### config.mk
export PLATFORM = sky130hd
export DESIGN_NAME = stopwatch_ctrl
export DESIGN_NICKNAME = d
export VERILOG_FILES = /design/src/rtl/stopwatch_ctrl.sv
export SDC_FILE = /design/constraint.sdc
export NUM_CORES = 1
export LEC_CHECK = 0
export ABC_AREA = 1
export CAP_MARGIN = 15
export CORE_MARGIN = 2
export CORE_UTILIZATION = 50
export DETAILED_ROUTE_END_ITERATION = 6
export DONT_BUFFER_PORTS = 1
export GPL_TIMING_DRIVEN = 0
export PLACE_DENSITY = 0.66
export SETUP_SLACK_MARGIN = 0.1
export SLEW_MARGIN = 10
export SYNTH_ARGS = -nofsm -noshare
export SYNTH_HDL_FRONTEND = slang
export SYNTH_SLANG_ARGS = --single-unit
### constraint.sdc
create_clock -name clk -period 1.5 [get_ports clk]
set_input_delay 0.375 -clock clk [delete_from_list [all_inputs] [get_ports clk]]
set_output_delay 0.375 -clock clk [all_outputs]
set_load 0.02 [all_outputs]
### src/rtl/stopwatch_ctrl.sv
// stopwatch_ctrl: conditions the stopwatch buttons and sequences run/clear/lap for the datapath and display.
module stopwatch_ctrl_btn #(
    parameter int DEBOUNCE_CNT = 100_000
) (
    input  logic clk,
    input  logic reset,
    input  logic btn,
    output logic pulse
);
    localparam int CW = (DEBOUNCE_CNT > 1) ? $clog2(DEBOUNCE_CNT) : 1;
    localparam logic [CW-1:0] LAST = CW'(DEBOUNCE_CNT - 1);

    logic [1:0]    sync_q, sync_d;
    logic [CW-1:0] cnt_q, cnt_d;
    logic          db_q, db_d;
    logic          pulse_q, pulse_d;

    always_comb begin
        sync_d  = {sync_q[0], btn};
        db_d    = db_q;
        cnt_d   = '0;
        if (sync_q[1] != db_q) begin
            if (cnt_q == LAST) db_d = sync_q[1];
            else cnt_d = cnt_q + 1'b1;
        end
        pulse_d = db_d & ~db_q;
    end

    always_ff @(posedge clk) begin
        if (!reset) begin
            sync_q  <= '0;
            cnt_q   <= '0;
            db_q    <= 1'b0;
            pulse_q <= 1'b0;
        end else begin
            sync_q  <= sync_d;
            cnt_q   <= cnt_d;
            db_q    <= db_d;
            pulse_q <= pulse_d;
        end
    end

    assign pulse = pulse_q;
endmodule

module stopwatch_ctrl #(
    parameter int DEBOUNCE_CNT = 100_000
) (
    input  logic       clk,
    input  logic       reset,
    input  logic       btn_run_stop,
    input  logic       btn_clear,
    input  logic       btn_lap,
    input  logic [6:0] i_msec,
    input  logic [5:0] i_sec,
    input  logic [5:0] i_minute,
    input  logic [4:0] i_hour,
    output logic       o_run,
    output logic       o_clear,
    output logic       o_lap_active,
    output logic [1:0] o_state,
    output logic [6:0] o_msec,
    output logic [5:0] o_sec,
    output logic [5:0] o_minute,
    output logic [4:0] o_hour
);
    localparam logic [1:0] STOP  = 2'b00;
    localparam logic [1:0] RUN   = 2'b01;
    localparam logic [1:0] CLEAR = 2'b10;

    logic        p_rs, p_cl, p_lap;
    logic        rs, cl, lp;
    logic [1:0]  state_q, state_d;
    logic        lap_active_q, lap_active_d;
    logic [23:0] lap_q, lap_d, disp_q, disp_d, live;

    stopwatch_ctrl_btn #(.DEBOUNCE_CNT(DEBOUNCE_CNT)) u_rs  (.clk(clk), .reset(reset), .btn(btn_run_stop), .pulse(p_rs));
    stopwatch_ctrl_btn #(.DEBOUNCE_CNT(DEBOUNCE_CNT)) u_cl  (.clk(clk), .reset(reset), .btn(btn_clear),    .pulse(p_cl));
    stopwatch_ctrl_btn #(.DEBOUNCE_CNT(DEBOUNCE_CNT)) u_lap (.clk(clk), .reset(reset), .btn(btn_lap),      .pulse(p_lap));

    // Simultaneous pulses collapse to the highest-priority one; the rest are dropped.
    assign rs   = p_rs;
    assign cl   = p_cl & ~p_rs;
    assign lp   = p_lap & ~p_rs & ~p_cl;
    assign live = {i_msec, i_sec, i_minute, i_hour};

    always_comb begin
        state_d      = state_q;
        lap_active_d = lap_active_q;
        lap_d        = lap_q;
        case (state_q)
            STOP: begin
                if (rs) state_d = RUN;
                else if (cl) begin
                    state_d      = CLEAR;
                    lap_active_d = 1'b0;
                    lap_d        = '0;
                end else if (lp) lap_active_d = 1'b0;
            end
            RUN: begin
                if (rs) state_d = STOP;
                else if (lp) begin
                    lap_active_d = ~lap_active_q;
                    lap_d        = lap_active_q ? lap_q : live;
                end
            end
            default: state_d = STOP;
        endcase
        disp_d = lap_active_q ? lap_q : live;
    end

    always_ff @(posedge clk) begin
        if (!reset) begin
            state_q      <= STOP;
            lap_active_q <= 1'b0;
            lap_q        <= '0;
            disp_q       <= '0;
        end else begin
            state_q      <= state_d;
            lap_active_q <= lap_active_d;
            lap_q        <= lap_d;
            disp_q       <= disp_d;
        end
    end

    assign o_run        = state_q == RUN;
    assign o_clear      = state_q == CLEAR;
    assign o_state      = state_q;
    assign o_lap_active = lap_active_q;
    assign {o_msec, o_sec, o_minute, o_hour} = disp_q;
endmodule

==> metrics.txt, run 1 <==
pre-CTS setup slack -67.0 ps; grt total ovfl 0; row cnt 37; Mapped Area 0.00521 mm²; Initial Util 0.509; crit share post-route 1.08; clock power share 0.575; buffers added on ports 0; commonest non-fill, non-tap cell in the layout nand2_1; CTS H-tree depth 4; Worst Setup Slack, final -121 ps; YS warnings 0; hpwl dp 7590 µm; share of layout cells above drive strength 1 0.216; EDFF count, synth 0; vias in the first global route 3932; Netlist cell types 34; clock latency on the worst-skew pair ~520 ps; leading register cell type out of synthesis dfxtp_1; # diodes 0; Psw 1.50 mW; Pwr Total between 7 and 8 mW; routability cong. 0.855; initial antenna violation count 0; Routed Antenna Nets 0; crit path kind flip-flop to primary output; Critical Path AT 1250 ps; Layout area overhead 24.7%; Yosys reg bits 114; CTS Buf Count 17; Vias/cell 4.94; number of top-level pins 58; die area 0.0112 mm²; CTS tree built; die width 106 µm; outcome finished with violations; CP startpoint kind flip-flop; clock sink count 114; VDD IR max 0.676 mV; sequential power share 0.407; most frequent cells in the layout 138 x nand2_1, 117 x nor2_1, 103 x dfxtp_1; Pint 6.21 mW; Clock transition at path regs 50 ps; max_slew headroom 0.685; DR iter-0 viols 238; vias 4383; Syn Inst Count 697; Min-Delay Path Class input pin to flip-flop; Final Max Slew Viols 0; Die Y 106 µm; fraction of the yosys area taken by sequential cells 0.438; First-pass DRT Iterations 5; clk buf depth 2; Post-Route WL 11000 µm; largest net degree at the start of global routing 17; slew at the pin with the worst max-slew slack 472 ps; failing checks negative setup slack; clock skew 9.80 ps; Final setup viols 2; core area a little over 0.01 mm²; DRC errors left 0; unrepaired setup endpoints after global routing true; Combinational Power Share 0.018; root buf cell clkbuf_8; critical path endpoint category primary output; Nets 770; crit path max fanout 6; total track usage 0.202; fraction of registers with async set/reset 0; leak pwr 2.48 nW; post-layout min period 1620 ps; Req. time, crit path 1120 ps; switching fraction of total power 0.194; syn_nets approximately 730; Hold Violations, Final 0; syn avg cell area 7.47 µm²; max-cap viol count 0; Cell Pwr Density 1190 mW/mm²; fmax between 600 and 700 MHz; first-pass GRT wire length 18200 µm; WL/cell 12.4 µm
-- power groups by stage --
stage | Combinational [mW] | Clock [mW] | Sequential [mW]
floorplan | 0.0948 | 0 | 3.20
global placement | 0.121 | 0 | 3.20
detailed placement | 0.122 | 0 | 3.21
CTS | 0.138 | 4.49 | 3.14
global route | 0.159 | 4.66 | 3.14
finish | 0.141 | 4.43 | 3.14
-- Yosys cell counts (3+ instances only) --
| library cell | number | area (µm²) |
|---|---|---|
| nor2_4 | 3 | 33.8 |
| xor2_1 | 12 | 105 |
| ha_1 | 3 | 37.5 |
| nand2_2 | 4 | 25.0 |
| o21ai_0 | 37 | 185 |
| buf_2 | 8 | 40.0 |
| a21oi_2 | 4 | 35.0 |
| a22oi_2 | 20 | 250 |
| nand2_4 | 3 | 33.8 |
| dfxtp_1 | 114 | 2280 |
| nor2_1 | 128 | 480 |
| nand2_1 | 140 | 526 |
| nor2_2 | 15 | 93.8 |
| nand3_1 | 25 | 125 |
| a22oi_1 | 4 | 30.0 |
| nand3_2 | 5 | 50.1 |
| inv_1 | 99 | 372 |
| a21oi_1 | 23 | 115 |
| nand4_1 | 17 | 106 |
| buf_6 | 6 | 67.6 |
| xnor2_1 | 6 | 52.6 |
| nor3_1 | 4 | 20.0 |
-- logic make-up (layout without fill, tap and decap cells) --
family / count (synthesis) / after routing / synth area share
simple gates: 351 / 351 / 0.298
buf+inv: 119 / 173 / 0.100
flops: 114 / 114 / 0.438
compound gates: 92 / 92 / 0.126
xor+xnor: 18 / 18 / 0.0303
fa+ha+maj: 3 / 3 / 0.00721
-- metal layers --
metal / track usage / vias up / wire [µm]
met2: 0.325 / 103 / 5310
met4: 0.0949 / 0 / 263
met1: 0.252 / 1976 / 4890
met5: 0 / - / 0
met3: 0.0564 / 21 / 564
li1: - / 2283 / -
-- worst max-delay path, cell delays in order, from the launching register on --
cell and delay [ps]:
dfxtp_4 430, inv_4 50, nor2_4 100, buf_8 140
-- stage by stage --
stage / std cells / area [µm²] / setup TNS, ps / hold slack (ps) / util
4_1_cts: 881 / 6260 / -304 / 36.9 / 0.612
5_1_grt: 887 / 6490 / -317 / 56.0 / 0.635
2_1_floorplan: 697 / 5210 / 0 / 390 / -
3_5_place_dp: 833 / 5380 / -885 / 406 / 0.525
6_report: 887 / 6490 / -224 / 60.1 / 0.635
3_3_place_gp: 833 / 5380 / -354 / 396 / 0.525
-- timing repair --
item                                    CTS  global route
gates resized for setup                  23            47
hold buffers                              4             0
gates cloned                              2             1
endpoints found under the setup margin   62            73
setup buffers                            10             5
pin swaps                                 7            13
endpoints found under the hold margin     4             0
-- final timing paths --
| kind | from | to | slack (ps) | cells past startpoint |
|---|---|---|---|---|
| worst min register to register | u_rs.sync_q[0]$_SDFF_PN0_ | u_rs.sync_q[1]$_SDFF_PN0_ | 410 | 2 |
| worst max-delay path | o_state[0]$_SDFFE_PN0P_ | o_run | -120 | 3 |
| worst max register to register | u_rs.cnt_q[0]$_SDFF_PP0_ | u_rs.cnt_q[4]$_SDFF_PP0_ | 80 | 7 |
| worst min-delay path | i_minute[0] | disp_q[5]$_SDFF_PN0_ | 60 | 2 |
-- state kept, by name (all words and copies together), names as in the netlist --
name,count
disp_q,24
lap_q,24
u_cl.cnt_q,17
u_lap.cnt_q,17
u_rs.cnt_q,17
o_state,2
u_cl.sync_q,2
u_lap.sync_q,2
u_rs.sync_q,2
o_lap_active,1
u_cl.db_q,1
u_cl.pulse,1
u_lap.db_q,1
u_lap.pulse,1
u_rs.db_q,1
u_rs.pulse,1
-- area by class of cell --
class                           instances  area (µm²)
Multi-Input combinational cell        464        2580
Buffer                                 17         156
Timing Repair Buffer                   22         236
Inverter                              102         385
Clock buffer                           24         490
Sequential cell                       114        2310
Fill cell                             880        3740
Clock inverter                          8         171
Tap cell                              136         170
Note: power is estimated with default switching activity, not from simulation.
==> run 2: changes to the inputs <==
- CORE_ASPECT_RATIO: default -> 0.7
- CORE_MARGIN: 2 -> default
==> run 2 against run 1 <==
Compared with the run above:
- the flow still finishes with violations (negative setup slack)
- sequential share of layout area increased by 0.23 points
- final cell count decreased by 1.2%
- clock power increased by 8.6%
- final area decreased by 0.64%
- highest routed layer unchanged
- maximum frequency increased by 7.8%
- global-route usage increased by 2.5 points
- die area decreased by 3.7%
- largest power group unchanged
==> metrics.txt, run 2 (synthesis gave the netlist of run 1 again) <==
Final setup viols 1 (-1); Pwr Total 8.09 mW (+4.9%); Post-CTS Hold Fix Bufs 0 (-4); root buf cell clkbuf_16; clk buf depth 2 (unchanged); Initial Util 0.525 (+0.0165); vias 4473 (+2.1%); core area 0.00991 mm² (-3.1%); RR Endpoint u_rs.db_q$_SDFF_PN0_; DR iter-0 viols 253 (+6.3%); most frequent cells in the layout 137 x nand2_1, 118 x nor2_1, 99 x dfxtp_1; leak pwr 2.46 nW (-0.73%); vias in the first global route 3970 (+0.97%); CTS H-tree depth 4 (unchanged); buffers added on ports 0 (unchanged); Routed Antenna Nets 0 (unchanged); CTS tree built; post-layout min period 1500 ps (-117 ps); Die Y 87.4 µm (-18%); crit share post-route 1.00 (-0.0780); max-cap viol count 0 (unchanged); Vias/cell 5.11 (+3.3%); R2R Setup Slk 120 ps (+40 ps); Top delay family on crit path flip-flops; hpwl dp 7760 µm (+2.2%); initial antenna violation count 0 (unchanged); DRC errors left 0 (unchanged); Hold Violations, Final 0 (unchanged); worst reg2reg startpoint u_rs.cnt_q[0]$_SDFF_PP0_; hold wc startpoint btn_run_stop; Req. time, crit path 1120 ps (about the same); die area 0.0108 mm² (-3.7%); First-pass DRT Iterations 6 (+1); Cell Pwr Density 1250 mW/mm² (+5.6%); Final Max Slew Viols 0 (unchanged); worst-path cell chain inv_4 -> nor2_4 -> buf_8; Worst Setup Slack, final -4.29 ps (+117 ps); WHS Endpoint u_rs.sync_q[0]$_SDFF_PN0_; Post-Route WL 11700 µm (+6.0%); Nets 767 (-0.39%); clock latency on the worst-skew pair 410 ps (-110 ps); Min-Delay Path Class input pin to flip-flop; top flop regs disp_q (24), lap_q (24); CP startpoint kind flip-flop; number of top-level pins 58 (unchanged); commonest non-fill, non-tap cell in the layout nand2_1; row cnt 30 (-19%); worst r2r path cells 10 (+3); first-pass GRT wire length 19100 µm (+4.8%); Clock transition at path regs 50 ps (about the same); grt total ovfl 0 (unchanged); pre-CTS setup slack -59.9 ps (+7.09 ps); die width 124 µm (+17%); Critical Path AT 1130 ps (-120 ps); clock sink count 114 (unchanged); failing checks negative setup slack; crit path max fanout 6 (unchanged); max_slew headroom 0.696 (+0.0113); CTS Buf Count 17 (unchanged); CP max-delay cell dfxtp_4; WL/cell 13.3 µm (+7.3%); # diodes 0 (unchanged); total track usage 0.227 (+0.0248); Worst path max stage delay 430 ps (about the same); clock skew 8.23 ps (-1.57 ps); largest net degree at the start of global routing 17 (unchanged); crit path kind flip-flop to primary output; VDD IR max 1.06 mV (+57%); critical path endpoint category primary output; outcome finished with violations; Layout area overhead 23.9%; fmax 665 MHz (+7.8%); unrepaired setup endpoints after global routing true; worst path bufs/invs 2 (unchanged); share of layout cells above drive strength 1 0.221 (+0.00488); Hold Path Stages 2 (unchanged); slew at the pin with the worst max-slew slack 455 ps (-17.0 ps); routability cong. 0.852 (-0.34%)
[run 2: cell types whose count changed in the layout (fill, tap and decap cells not counted), sizes merged]
cell         delta
clkinv          +2
clkbuf          -3
bufinv          +2
dlygate4sd3     -4
[run 2: layout make-up]
type	count	area, µm²
fillers	815	3460
multi-input cells	464	2550
flip-flops and latches	114	2310
clock buffers	20	457
inverters	102	385
clock inverters	12	253
repair buffers	19	186
well taps	128	160
plain buffers	17	158
[run 2: worst max-delay path by stage]
stage | start | to | slack [ps] | depth (start not counted)
after floorplan | o_state[0]$_SDFFE_PN0P_ | o_run | 140 | 3
after global placement | u_lap.cnt_q[0]$_SDFF_PP0_ | u_lap.cnt_q[15]$_SDFF_PP0_ | -30 | 7
after detailed placement | u_rs.cnt_q[0]$_SDFF_PP0_ | u_rs.cnt_q[0]$_SDFF_PP0_ | -60 | 7
after CTS | o_state[0]$_SDFFE_PN0P_ | o_run | -50 | 3
after global routing | o_state[0]$_SDFFE_PN0P_ | o_run | -60 | 3
final | o_state[0]$_SDFFE_PN0P_ | o_run | -4 | 3
[run 2: routing by layer]
metal,vias to the layer above,part of all wire,global-route usage
li1,2282,-,-
met4,0,0.013,0.0747
met3,14,0.070,0.0681
met1,2047,0.47,0.316
met5,-,0,0
met2,130,0.44,0.333
[run 2: metrics by stage]
stage	hold WS [ps]	TNS [ps]	utilization	cell area, µm²	std cells
finish	70.3	-4.29	0.651	6450	876
global route	68.8	-94.1	0.651	6450	876
CTS	60.0	-55.5	0.635	6290	872
detailed placement	402	-1090	0.542	5370	825
global placement	392	-443	0.542	5370	825
floorplan	390	0	-	5210	697
[run 2: where the power goes]
group | internal (mW) | total (mW) | leakage, nW | switching [mW]
clock network | 3.38 | 4.81 | 0.341 | 1.43
logic | 0.0479 | 0.134 | 1.18 | 0.0865
registers | 3.07 | 3.14 | 0.934 | 0.0641
total | 6.50 | 8.09 | 2.46 | 1.58
[run 2: what timing repair did]
item                                   CTS  global route
setup buffers                           13             5
pin swaps                                5            13
endpoints found under the hold margin    0             0
setup endpoints to repair               66            77
resized for setup                       28            40
gates cloned                             2             0
==> run 3: changes to the inputs <==
- CTS_BUF_LIST: default -> sky130_fd_sc_hd__clkbuf_2 sky130_fd_sc_hd__clkbuf_4 sky130_fd_sc_hd__clkbuf_8
==> run 3 against run 2 <==
Compared with the run above:
- the run still ends with negative setup slack left
- final area down 2.8%
- power shrank 13%
- worst hold slack got worse by 33 ps
- non-clock buffer count rose by 2
- maximum frequency decreased by 2.4%
- critical path type unchanged
- largest cell class unchanged
==> metrics.txt, run 3 (synthesis gave the netlist of run 1 again) <==
Die Y 87.4 µm (unchanged); clk buf depth 2 (unchanged); buffers added on ports 0 (unchanged); first-pass GRT wire length 18900 µm (-0.90%); fin area 0.00627 mm² (-2.8%); CTS H-tree depth 4 (unchanged); Min-Delay Path Class input pin to flip-flop; share of layout cells above drive strength 1 0.219 (-0.00192); vias in the first global route 3945 (-0.63%); unrepaired setup endpoints after global routing true; DR iter-0 viols 282 (+11%); routability cong. 0.852 (unchanged); WL/cell 13.2 µm (-1.1%); vias 4450 (-0.51%); Placed Instances 825 (unchanged); die width 124 µm (unchanged); Hold Violations, Final 0 (unchanged); crit path kind flip-flop to primary output; Top delay family on crit path flip-flops; row cnt 30 (unchanged); die area 0.0108 mm² (unchanged); commonest non-fill, non-tap cell in the layout nand2_1; largest net degree at the start of global routing 17 (unchanged); worst path bufs/invs 2 (unchanged); Pint 5.55 mW (-15%); critical path depth 3 (unchanged); Hold Path Stages 2 (unchanged); Hold WS 37.7 ps (-32.6 ps); failing checks negative setup slack; worst-path cell chain inv_4 -> nor2_4 -> buf_8; crit share post-route 1.03 (+0.0245); Post-CTS Hold Fix Bufs 0 (unchanged); fmax 649 MHz (-2.4%); area of the multi-input gates 0.00253 mm² (-0.69%); max-cap viol count 0 (unchanged); Vias/cell 5.07 (-0.74%); clock sink count 114 (unchanged); clock skew 10.1 ps (+1.87 ps); Final Max Slew Viols 0 (unchanged); Clock transition at path regs 70 ps (+20 ps); grt total ovfl 0 (unchanged); Worst Setup Slack, final -41.1 ps (-36.8 ps); Cell Pwr Density 1120 mW/mm² (-11%); most frequent cells in the layout 137 x nand2_1, 119 x nor2_1, 100 x dfxtp_1; Nets 769 (+0.26%); Routed Antenna Nets 0 (unchanged); VDD IR max 0.751 mV (-29%); CTS tree built; top flop regs disp_q (24), lap_q (24); crit path max fanout 6 (unchanged); Psw 1.46 mW (-7.9%); register area 0.00231 mm² (about the same); CP startpoint kind flip-flop; CTS Buf Count 17 (unchanged); Post-DP Area 0.00537 mm² (unchanged); Initial Util 0.525 (unchanged); outcome finished with violations; number of top-level pins 58 (unchanged); root buf cell clkbuf_8; DRC errors left 0 (unchanged); CP max-delay cell dfxtp_4; Critical Path AT 1170 ps (+40 ps); post-layout min period 1540 ps (+36.8 ps); setup TNS -61.1 ps (-56.8 ps); core area 0.00991 mm² (unchanged); Worst path max stage delay 440 ps (about the same); max_slew headroom 0.691 (-0.00527); worst r2r path cells 10 (unchanged); Req. time, crit path 1120 ps (about the same); First-pass DRT Iterations 5 (-1); switching fraction of total power 0.208 (+0.0123); clock latency on the worst-skew pair 430 ps (+20 ps); leak pwr 2.39 nW (-2.8%); final non-filler cell total 878 (+0.23%); slew at the pin with the worst max-slew slack 463 ps (+7.91 ps); Filler cells 857 (+5.2%); total track usage 0.224 (-0.00332); Layout area overhead 20.4%; # diodes 0 (unchanged); initial antenna violation count 0 (unchanged); Post-Route WL 11600 µm (-0.90%); hpwl dp 7760 µm (unchanged); clock power share 0.534 (-0.061); post-layout utilization of the core 0.633 (-0.0184); critical path endpoint category primary output; sequential power share 0.447 (+0.059); Combinational Power Share 0.019 (+0.002); Final setup viols 2 (+1)
## run 3: cell types whose count changed in the layout (fill, tap and decap cells not counted), moves of 2 or more
cell	previous run	this run
dfxtp_2	13	11
clkbuf_16	17	0
buf_6	10	13
nor2_4	8	6
buf_2	5	7
clkbuf_8	2	19
## run 3: per-layer routing
metal | part of all wire | GRT usage | vias up
li1 | - | - | 2279
met1 | 0.49 | 0.315 | 2039
met2 | 0.44 | 0.329 | 117
met3 | 0.066 | 0.0661 | 15
met4 | 0.0073 | 0.0639 | 0
met5 | 0 | 0 | -
## run 3: path summary, 6_finish.rpt
check                                                from                    endpoint  slack (ps)
worst max register to register   u_rs.cnt_q[0]$_SDFF_PP0_        u_rs.db_q$_SDFF_PN0_          90
worst min-delay path                              btn_lap  u_lap.sync_q[0]$_SDFF_PN0_          40
worst min register to register  u_cl.sync_q[0]$_SDFF_PN0_   u_cl.sync_q[1]$_SDFF_PN0_         410
worst max-delay path              o_state[0]$_SDFFE_PN0P_                       o_run         -40
## run 3: power by group through the flow
stage	combinational (mW)	sequential (mW)	clock [mW]
after CTS	0.134	3.13	3.78
after global placement	0.121	3.20	0
after detailed placement	0.123	3.20	0
after global routing	0.150	3.14	3.95
final	0.135	3.13	3.74
after floorplan	0.0948	3.20	0
## run 3: metrics by stage
step | setup slack [ps] | total power, mW
global route | -98.9 | 7.23
floorplan | 141 | 3.29
detailed placement | -59.9 | 3.33
CTS | -83.5 | 7.05
global placement | -30.2 | 3.32
finish | -41.1 | 7.00
## run 3: final cells by class
class | count | area share
inverters | 102 | 0.0615
clock inverters | 12 | 0.0403
multi-input cells | 464 | 0.403
repair buffers | 21 | 0.0333
plain buffers | 17 | 0.0250
flip-flops and latches | 114 | 0.368
clock buffers | 20 | 0.0429
well taps | 128 | 0.0255
## run 3: timing repair
item / 4_1_cts / 5_1_grt
pin swaps: 5 / 13
endpoints found under the hold margin: 0 / 0
setup endpoints to repair: 69 / 75
gates resized for setup: 29 / 35
setup buffers: 13 / 6
cloned: 2 / 0
